### config.mk
export PLATFORM = sky130hd
export DESIGN_NAME = capture_readout
export DESIGN_NICKNAME = d
export VERILOG_FILES = /design/src/rtl/capture_readout_pkg.sv /design/src/rtl/capture_readout_rd_addr_gen.sv /design/src/rtl/capture_readout.sv
export SDC_FILE = /design/constraint.sdc
export NUM_CORES = 1
export LEC_CHECK = 0
export ABC_AREA = 1
export BUFFER_PORTS_ARGS = -buffer_cell sky130_fd_sc_hd__buf_2
export CAP_MARGIN = 0
export CORE_ASPECT_RATIO = 1.2
export CORE_MARGIN = 8
export CORE_UTILIZATION = 53
export CTS_CLUSTER_DIAMETER = 120
export DETAILED_ROUTE_END_ITERATION = 10
export PLACE_DENSITY_LB_ADDON = 0.15
export SLEW_MARGIN = 20
export SYNTH_ARGS = -nofsm -noshare
export SYNTH_HDL_FRONTEND = slang
export SYNTH_SLANG_ARGS = --single-unit
### constraint.sdc
create_clock -name clk -period 1.8 [get_ports clk]
set_input_delay 0.18 -clock clk [delete_from_list [all_inputs] [get_ports clk]]
set_output_delay 0.18 -clock clk [all_outputs]
set_load 0.01 [all_outputs]
### src/rtl/capture_readout_pkg.sv
// capture_readout_pkg
//   Shared defaults and FSM state encoding for the logic-analyzer capture
//   controller (capture_readout) and its read-address generator (rd_addr_gen).
//   Optional feature macro used by capture_readout: ILA_READOUT_HEADER_EN.
package capture_readout_pkg;

   localparam int DEF_DATA_WIDTH      = 8;
   localparam int DEF_ADDR_WIDTH      = 4;
   localparam int DEF_MEMORY_SIZE     = 16;
   localparam int DEF_POST_TRIG_DEPTH = 8;

   typedef enum logic [2:0] {
      ST_ARMED = 3'd0,
      ST_POST  = 3'd1,
      ST_FETCH = 3'd2,
      ST_WAIT  = 3'd3,
      ST_SEND  = 3'd4,
      ST_DONE  = 3'd5
   } state_e;

   // The writer is enabled only while the buffer is still collecting samples.
   function automatic logic is_capture_state(input state_e s);
      return (s == ST_ARMED) || (s == ST_POST);
   endfunction

endpackage

### src/rtl/capture_readout_rd_addr_gen.sv
// rd_addr_gen
//   Readout address/count generator. Loads a start address and word count,
//   advances the read address (wrapping modulo 2**ADDR_WIDTH) and decrements
//   the remaining count once per accepted word, and flags the last word.
// Ports:
//   clk, rst          clock, asynchronous active-high reset
//   load_i            load start_addr_i / count_i (has priority over advance)
//   start_addr_i      first read address of the dump
//   count_i           number of words in the dump (ADDR_WIDTH+1 bits)
//   advance_i         one word accepted: step address, decrement count
//   raddr_o           current read address
//   count_o           words still to be sent, including the current one
//   last_o            current word is the final one
module rd_addr_gen
   import capture_readout_pkg::*;
#(
   parameter int ADDR_WIDTH = DEF_ADDR_WIDTH
) (
   input  logic                  clk,
   input  logic                  rst,
   input  logic                  load_i,
   input  logic [ADDR_WIDTH-1:0] start_addr_i,
   input  logic [ADDR_WIDTH:0]   count_i,
   input  logic                  advance_i,
   output logic [ADDR_WIDTH-1:0] raddr_o,
   output logic [ADDR_WIDTH:0]   count_o,
   output logic                  last_o
);

   localparam int CNT_W = ADDR_WIDTH + 1;

   logic [ADDR_WIDTH-1:0] raddr_q, raddr_d;
   logic [CNT_W-1:0]      count_q, count_d;

   always_comb begin
      raddr_d = raddr_q;
      count_d = count_q;
      if (load_i) begin
         raddr_d = start_addr_i;
         count_d = count_i;
      end else if (advance_i) begin
         // Buffer depth is a power of two, so natural overflow is the wrap.
         raddr_d = raddr_q + ADDR_WIDTH'(1);
         count_d = count_q - CNT_W'(1);
      end
   end

   always_ff @(posedge clk or posedge rst) begin
      if (rst) begin
         raddr_q <= '0;
         count_q <= '0;
      end else begin
         raddr_q <= raddr_d;
         count_q <= count_d;
      end
   end

   assign raddr_o = raddr_q;
   assign count_o = count_q;
   assign last_o  = (count_q == CNT_W'(1));

endmodule

### src/rtl/capture_readout.sv
// capture_readout
//   Capture controller for the internal logic analyzer. Gates the circular
//   buffer writer, waits POST_TRIG_DEPTH samples after the trigger, freezes
//   the buffer and streams it out oldest-first on a valid/ready interface.
//   Optional macro ILA_READOUT_HEADER_EN: prefix each dump with a header word
//   holding the word count.
// Ports:
//   clk, reset        clock, asynchronous active-high reset
//   trigger           trigger condition (honoured in ARMED only)
//   rearm             DONE -> ARMED, pulses wr_reset
//   waddr, primed     writer's next write address / has-wrapped flag
//   write_enable      writer enable
//   wr_reset          one-cycle synchronous reset to the writer
//   raddr, rdata      buffer read port (rdata one cycle after raddr)
//   o_data/o_valid/o_ready/o_last   output stream
//   done              dump finished
module capture_readout
   import capture_readout_pkg::*;
#(
   parameter int DATA_WIDTH      = DEF_DATA_WIDTH,
   parameter int ADDR_WIDTH      = DEF_ADDR_WIDTH,
   parameter int MEMORY_SIZE     = DEF_MEMORY_SIZE,
   parameter int POST_TRIG_DEPTH = DEF_POST_TRIG_DEPTH
) (
   input  logic                  clk,
   input  logic                  reset,
   input  logic                  trigger,
   input  logic                  rearm,
   input  logic [ADDR_WIDTH-1:0] waddr,
   input  logic                  primed,
   output logic                  write_enable,
   output logic                  wr_reset,
   output logic [ADDR_WIDTH-1:0] raddr,
   input  logic [DATA_WIDTH-1:0] rdata,
   output logic [DATA_WIDTH-1:0] o_data,
   output logic                  o_valid,
   input  logic                  o_ready,
   output logic                  o_last,
   output logic                  done
);

   localparam int CNT_W = ADDR_WIDTH + 1;

`ifdef ILA_READOUT_HEADER_EN
   localparam bit HDR_EN = 1'b1;
`else
   localparam bit HDR_EN = 1'b0;
`endif

   state_e                state_q, state_d;
   logic [ADDR_WIDTH-1:0] post_cnt_q, post_cnt_d;
   logic                  hdr_q, hdr_d;
   logic [DATA_WIDTH-1:0] o_data_q, o_data_d;
   logic                  o_valid_q, o_valid_d;
   logic                  o_last_q, o_last_d;
   logic                  write_enable_q;
   logic                  done_q;

   logic                  start_rd;
   logic                  rd_load;
   logic                  rd_advance;
   logic [ADDR_WIDTH-1:0] rd_raddr;
   logic [CNT_W-1:0]      rd_count;
   logic                  rd_last;

   // The writer commits its final sample on the same edge that freezes the
   // buffer, so the readout window is taken from its post-write address and
   // wrap status rather than the values it presents during that cycle.
   logic [ADDR_WIDTH-1:0] eff_waddr;
   logic                  eff_primed;
   logic [ADDR_WIDTH-1:0] start_addr;
   logic [CNT_W-1:0]      start_count;

   assign eff_waddr   = write_enable_q ? (waddr + ADDR_WIDTH'(1)) : waddr;
   assign eff_primed  = primed | (write_enable_q & (&waddr));
   assign start_addr  = eff_primed ? eff_waddr : '0;
   assign start_count = eff_primed ? CNT_W'(MEMORY_SIZE) : {1'b0, eff_waddr};

   // Header word: word count zero-extended or truncated to DATA_WIDTH.
   logic [DATA_WIDTH-1:0] hdr_word;
   if (DATA_WIDTH > CNT_W) begin : g_hdr_pad
      assign hdr_word = {{(DATA_WIDTH-CNT_W){1'b0}}, rd_count};
   end else begin : g_hdr_trunc
      assign hdr_word = rd_count[DATA_WIDTH-1:0];
   end

   rd_addr_gen #(
      .ADDR_WIDTH (ADDR_WIDTH)
   ) u_rd_addr_gen (
      .clk          (clk),
      .rst          (reset),
      .load_i       (rd_load),
      .start_addr_i (start_addr),
      .count_i      (start_count),
      .advance_i    (rd_advance),
      .raddr_o      (rd_raddr),
      .count_o      (rd_count),
      .last_o       (rd_last)
   );

   always_comb begin
      state_d    = state_q;
      post_cnt_d = post_cnt_q;
      hdr_d      = hdr_q;
      o_data_d   = o_data_q;
      o_valid_d  = o_valid_q;
      o_last_d   = o_last_q;
      start_rd   = 1'b0;
      rd_load    = 1'b0;
      rd_advance = 1'b0;

      unique case (state_q)
         ST_ARMED: begin
            if (trigger) begin
               if (POST_TRIG_DEPTH == 0) begin
                  start_rd = 1'b1;
               end else begin
                  post_cnt_d = ADDR_WIDTH'(POST_TRIG_DEPTH);
                  state_d    = ST_POST;
               end
            end
         end
         ST_POST: begin
            // Leaving while the counter reads 1 lets exactly POST_TRIG_DEPTH
            // samples follow the trigger sample.
            if (post_cnt_q <= ADDR_WIDTH'(1)) begin
               start_rd = 1'b1;
            end else begin
               post_cnt_d = post_cnt_q - ADDR_WIDTH'(1);
            end
         end
         ST_FETCH: begin
            state_d = ST_WAIT;
         end
         ST_WAIT: begin
            o_valid_d = 1'b1;
            if (hdr_q) begin
               o_data_d = hdr_word;
               o_last_d = (rd_count == '0);
            end else begin
               o_data_d = rdata;
               o_last_d = rd_last;
            end
            state_d = ST_SEND;
         end
         ST_SEND: begin
            if (o_ready) begin
               o_valid_d = 1'b0;
               o_last_d  = 1'b0;
               if (hdr_q) begin
                  hdr_d   = 1'b0;
                  state_d = (rd_count == '0) ? ST_DONE : ST_FETCH;
               end else begin
                  rd_advance = 1'b1;
                  state_d    = rd_last ? ST_DONE : ST_FETCH;
               end
            end
         end
         ST_DONE: begin
            if (rearm) begin
               state_d = ST_ARMED;
            end
         end
         default: begin
            state_d = ST_ARMED;
         end
      endcase

      if (start_rd) begin
         rd_load = 1'b1;
         if (HDR_EN) begin
            // Header needs no buffer read, so go straight to presenting it.
            hdr_d   = 1'b1;
            state_d = ST_WAIT;
         end else begin
            state_d = (start_count == '0) ? ST_DONE : ST_FETCH;
         end
      end
   end

   always_ff @(posedge clk or posedge reset) begin
      if (reset) begin
         state_q        <= ST_ARMED;
         post_cnt_q     <= '0;
         hdr_q          <= 1'b0;
         o_data_q       <= '0;
         o_valid_q      <= 1'b0;
         o_last_q       <= 1'b0;
         write_enable_q <= 1'b0;
         done_q         <= 1'b0;
      end else begin
         state_q        <= state_d;
         post_cnt_q     <= post_cnt_d;
         hdr_q          <= hdr_d;
         o_data_q       <= o_data_d;
         o_valid_q      <= o_valid_d;
         o_last_q       <= o_last_d;
         write_enable_q <= is_capture_state(state_d);
         done_q         <= (state_d == ST_DONE);
      end
   end

   // Combinational so the writer clears on the same edge that rearms.
   assign wr_reset     = (state_q == ST_DONE) && rearm;
   assign write_enable = write_enable_q;
   assign raddr        = rd_raddr;
   assign o_data       = o_data_q;
   assign o_valid      = o_valid_q;
   assign o_last       = o_last_q;
   assign done         = done_q;

endmodule
; ---- Word level (Yosys, flattened, before mapping)
; Index checks and enable logic that the tools add are counted.
[word_totals]
wordCells = 63
in_bits = 18
register_bits = 28
[op_classes]
muxes = 25
addsub = 4
n_reduce_logical = 11
n_eq_ne = 11
n_lt_le_gt_ge = 1
n_bitwise = 2
[ops]
columns = cell, n
row1 = 4-bit 2-to-1 mux, 6
row2 = 3-bit 2-to-1 mux, 6
row3 = 3-bit case mux with 6 select lines, 1
row4 = 5-bit 2-to-1 mux, 3
row5 = "3-bit == test, second input constant", 3
row6 = "4-bit by 1-bit adder with 4-bit output, second input constant", 2
row7 = 4-bit case mux with 2 select lines, 1
row8 = "3-bit by 1-bit == test with 1-bit output, second input constant", 2
row9 = "3-bit by 2-bit == test with 1-bit output, second input constant", 2
row10 = 3-bit zero test, 2
row11 = 1-bit 2-to-1 mux, 6
row12 = "2-bit != test, second input constant", 3
row13 = 2-bit nonzero test, 3
row14 = "5-bit by 1-bit == test with 1-bit output, second input constant", 1
row15 = 5-bit zero test, 1
row16 = "5-bit by 1-bit subtractor with 5-bit output, second input constant", 1
row17 = "4-bit by 1-bit <= comparator with 1-bit output, second input constant", 1
row18 = 1-bit case mux with 2 select lines, 2
row19 = 4-bit AND reduction, 1
row20 = "4-bit by 1-bit subtractor with 4-bit output, second input constant", 1
row21 = 3-bit AND reduction, 1
row22 = 2-bit AND reduction, 1
row23 = 1-bit AND, 1
row24 = 1-bit logical AND, 1
row25 = other kinds (2), 2

; ---- Logic depth before layout (Yosys ltp)
[depth]
depth_word = 9
mapped_depth = 11
mapped_depth_nobuf = 11

; ---- Hierarchy
; Synthesis repeated with hierarchy kept, for this count alone.
[hier_totals]
cells_unflattened = 191
area_unflattened_um2 = 1619.1
[modules_own_cells]
columns = mod, seq_area_each_um2, cells_each, area_per_inst_um2, instances
row1 = capture_readout, 475.5, 124, 1082.3, 1
row2 = rd_addr_gen, 225.2, 67, 536.8, 1

; ---- Least setup slack after synthesis
; OpenSTA, ideal clock, no wires.
[synth_timing]
path_kind = reg-to-reg
from = register post_cnt_q[0]
to = register state_q[2]
arrival_time_ps = 1334
setup_time_ps = 119
stages_incl_launch_ff = 8
slack_ps = 347
required_time_ps = 1681
period_less_slack_ps = 1453
path_buffers = 0
cell_sequence = dfrtp_1 -> inv_1 -> ha_1 -> o21ai_2 -> inv_1 -> nand2_1 -> nand4_1 -> and2_1
[synth_between]
elab_chain_cells = 4
[synth_lines]
columns = element, line_no
row1 = from (decl), capture_readout.sv:51  ; logic [ADDR_WIDTH-1:0] post_cnt_q, post_cnt_d;
row2 = from (signal assigned), capture_readout.sv:193  ; post_cnt_q <= post_cnt_d;
row3 = 4-bit by 1-bit <= comparator with 1-bit output, capture_readout.sv:126  ; if (post_cnt_q <= ADDR_WIDTH'(1)) begin
row4 = 1-bit 2-to-1 mux, capture_readout.sv:126
row5 = 1-bit 2-to-1 mux, capture_readout.sv:112  ; unique case (state_q)
row6 = 3-bit 2-to-1 mux, capture_readout.sv:169  ; if (start_rd) begin
row7 = named net state_d[2], capture_readout.sv:50  ; state_e state_q, state_d;
row8 = to (signal assigned), capture_readout.sv:192  ; state_q <= state_d;
row9 = to (decl), capture_readout.sv:50
; The timed path passes the listed nets, and every way through them passes these cells.
; A chain may end at the register's enable or synchronous reset.

; ---- Final worst setup path
; Same ends and word-level chain as after synthesis.

==> flow_metrics.py <==
metrics = {
    "cts": {
        "cts_root_buf": "clkbuf_4",
        "cts.sinks": 28,
        "cts_tree": "yes",
        "ctsResizeCount": 0,
        "numCtsBuffers": 3,
        "htreeDepth": 1,
        "clk_transition_reported_paths_ns": 0.15,
        "post_cts_buffers": 0,
        "cts_max_path_buffers": 2,
        "clk_latency_ns": 0.34,
    },
    "floorplan": {
        "coreArea_sq_mm": 0.00297,
        "initial_core_util": 0.535,
        "dieArea_sq_mm": 0.00502,
        "rows": 22,
        "io_pins": 35,
        "die_w_microns": 66.0,
        "die_height_microns": 76.0,
    },
    "finish": {
        "syn_to_final_growth_pct": 17.6,
        "diodes": 0,
        "fin_cells": 265,
        "drive_gt1_frac": 0.279,
        "fin_nets": 254,
    },
    "timing": {
        "worst_slew_pin_slew_ns": 0.351,
        "drv_slew": 0,
        "hold_viol_final": 0,
        "timing.setup.tns_ns": 0,
        "whs_ns": 0.0593,
        "finClkSkew_ns": 0.00424,
        "grt_setup_unrepaired": "false",
        "fin_ws_ns": 0.139,
        "fin_crit_ns": 1.66,
        "period_share": 0.923,
        "finalSetupViolations": 0,
        "slew_headroom": 0.766,
        "max_clock_freq_mhz": 602,
    },
    "setup_path": {
        "crit_start": "post_cnt_q[0]",
        "worst_path_dominant_cell_family": "simple AND/OR/NAND/NOR gates",
        "cp.depth": 7,
        "regToRegSetupSlack_ns": 0.14,
        "cp-end-kind": "flip-flop",
        "critPathSlowestCell": "dfrtp_1",
        "critical_path_class": "flip-flop to flip-flop",
        "path_buf_inv": 2,
        "cp_max_fo": 5,
        "start_kind": "flip-flop",
        "crit_chain": "inv_1, ha_1, o21ai_2, inv_1, nand2_1, nand4_1, and2_1",
        "arrival_ns": 1.91,
        "crit_path_end": "state_q[2]",
        "worst_path_largest_cell_delay_ns": 0.38,
        "cpMostUsedCell": "inv_1",
        "required_ns": 2.05,
        "rr_worst_depth": 7,
        "timing.rr.start": "post_cnt_q[0]",
        "timing.rr.end": "state_q[2]",
    },
    "logic_synthesis": {
        "synth.cell_area_sq_mm": 0.00159,
        "synth_top_cell_by_area": "dfrtp_1",
        "synth.avg_cell_area_sq_um": 8.37,
        "synth.area.top_cells": "dfrtp_1 44%, nand2_1 11%, mux2_2 5.7%",
        "ys_types": 29,
        "ys_seq_area_frac": 0.441,
        "synth_warnings": 0,
        "syn_nets": 214,
        "postSynthCellCount": 190,
        "synth-seq-cells": 28,
        "synth.top_cell.area_share": 0.441,
    },
    "route": {
        "dr_total_vias": 1363,
        "drcViolationCount": 0,
        "drtIter0Drc": 82,
        "ant_nets": 0,
        "drt-total-wl_microns": 3440,
        "drt_first_pass_iters": 4,
        "wl_per_cell_microns": 13.0,
        "routed_via_density": 5.14,
    },
    "outcome": {
        "status": "complete, no violations",
    },
    "job": {
        "drv_cap": 0,
    },
    "placed_design": {
        "gp_congestion": 0.949,
        "post-place-ws_ns": 0.180,
        "hpwl_microns": 2760,
        "portBuffers": 34,
        "placed_cells_incl_taps": 260,
    },
    "global_route": {
        "grt_use_total": 0.142,
        "grt_pass1_wl_microns": 5800,
        "grt_max_degree": 29,
        "overflow": 0,
        "grt_pass1_vias": 1388,
        "antenna_found_initial": 0,
    },
    "power_and_ir_drop": {
        "power_mw": 3.06,
        "peakVddDrop_uv": 1040,
        "powerDensity_mw_per_mm2": 1630,
        "p_leak_nw": 1.01,
    },
    "hold_path": {
        "hold_class": "primary input to flip-flop",
    },
}
## placed cells by master, fill, tap and decap left out, drive strengths merged
cell type    count
clkbuf           3
nand3           15
nand3b           1
mux2             8
nor4             1
dfrtp           28
a21oi            3
o211ai           2
o21a             1
a21boi           1
bufinv           1
ha               6
and2             2
nand2           52
o21ai           15
nor2            21
buf             35
xnor2            3
dlygate4sd3      1
inv             26
nand4            2
xor2             2
## per-layer routing
layer  share of wire  vias to the layer above  global-route usage
li1                -                      682                   -
met1            0.42                      639               0.155
met2            0.50                       35               0.242
met3           0.061                        7              0.0412
met4           0.022                        0              0.0642
met5               0                        -                   0
## report_power, final
part           internal (mW)  total (mW)  switching [mW]
sequential             0.916        1.13           0.218
clock                  0.226       0.417           0.191
combinational          0.631        1.51           0.874
## worst min path at each step
stage	slack, ns	depth (start not counted)	start	end
CTS	0.05	2	rdata[6]	o_data[6]
finish	0.06	2	rdata[4]	o_data[4]
detailed placement	0.26	3	reset	state_q[0]
global route	0.03	2	rdata[4]	o_data[4]
floorplan	0.25	1	reset	done
global placement	0.25	3	reset	o_data[7]
## Yosys cell counts (all sizes together)
| library cell | n |
|---|---|
| o21ai | 15 |
| o21a | 1 |
| a21oi | 3 |
| nor4 | 1 |
| buf | 1 |
| a21boi | 1 |
| nand3 | 15 |
| nand2 | 52 |
| nand3b | 1 |
| inv | 26 |
| dfrtp | 28 |
| xnor2 | 3 |
| o211ai | 2 |
| nor2 | 21 |
| mux2 | 8 |
| and2 | 2 |
| ha | 6 |
| xor2 | 2 |
| nand4 | 2 |
## stage by stage
step,utilization,area (sq um)
6_report,0.629,1870
5_1_grt,0.629,1870
4_1_cts,0.629,1870
3_5_place_dp,0.608,1810
3_3_place_gp,0.608,1810
2_1_floorplan,-,1590
## area by class of cell
cell class | count | area, sq um
fillers | 261 | 1100
multi-input cells | 135 | 787
flip-flops and latches | 28 | 701
repair buffers | 36 | 188
inverters | 26 | 97.6
well taps | 36 | 45.0
clock inverters | 1 | 30.0
clock buffers | 3 | 22.5
## logic make-up after synthesis
kind of cell / Yosys count / share of synthesized area
compound gates: 22 / 0.0779
xor+xnor: 5 / 0.0275
fa+ha+maj: 6 / 0.0472
buf+inv: 27 / 0.0645
flops: 28 / 0.441
mux: 8 / 0.0567
simple gates: 94 / 0.286
## registers in the layout, summed over array words and instances, names as in the netlist
register,count
done,1
o_data,8
o_last,1
o_valid,1
post_cnt_q,4
state_q,3
u_rd_addr_gen.count_o,5
u_rd_addr_gen.raddr_o,4
write_enable,1
## repair_timing
item	4_1_cts	5_1_grt
hold buffers	1	0
setup endpoints to repair	0	0
endpoints found under the hold margin	28	0
Power figures use the tool's default switching activity.
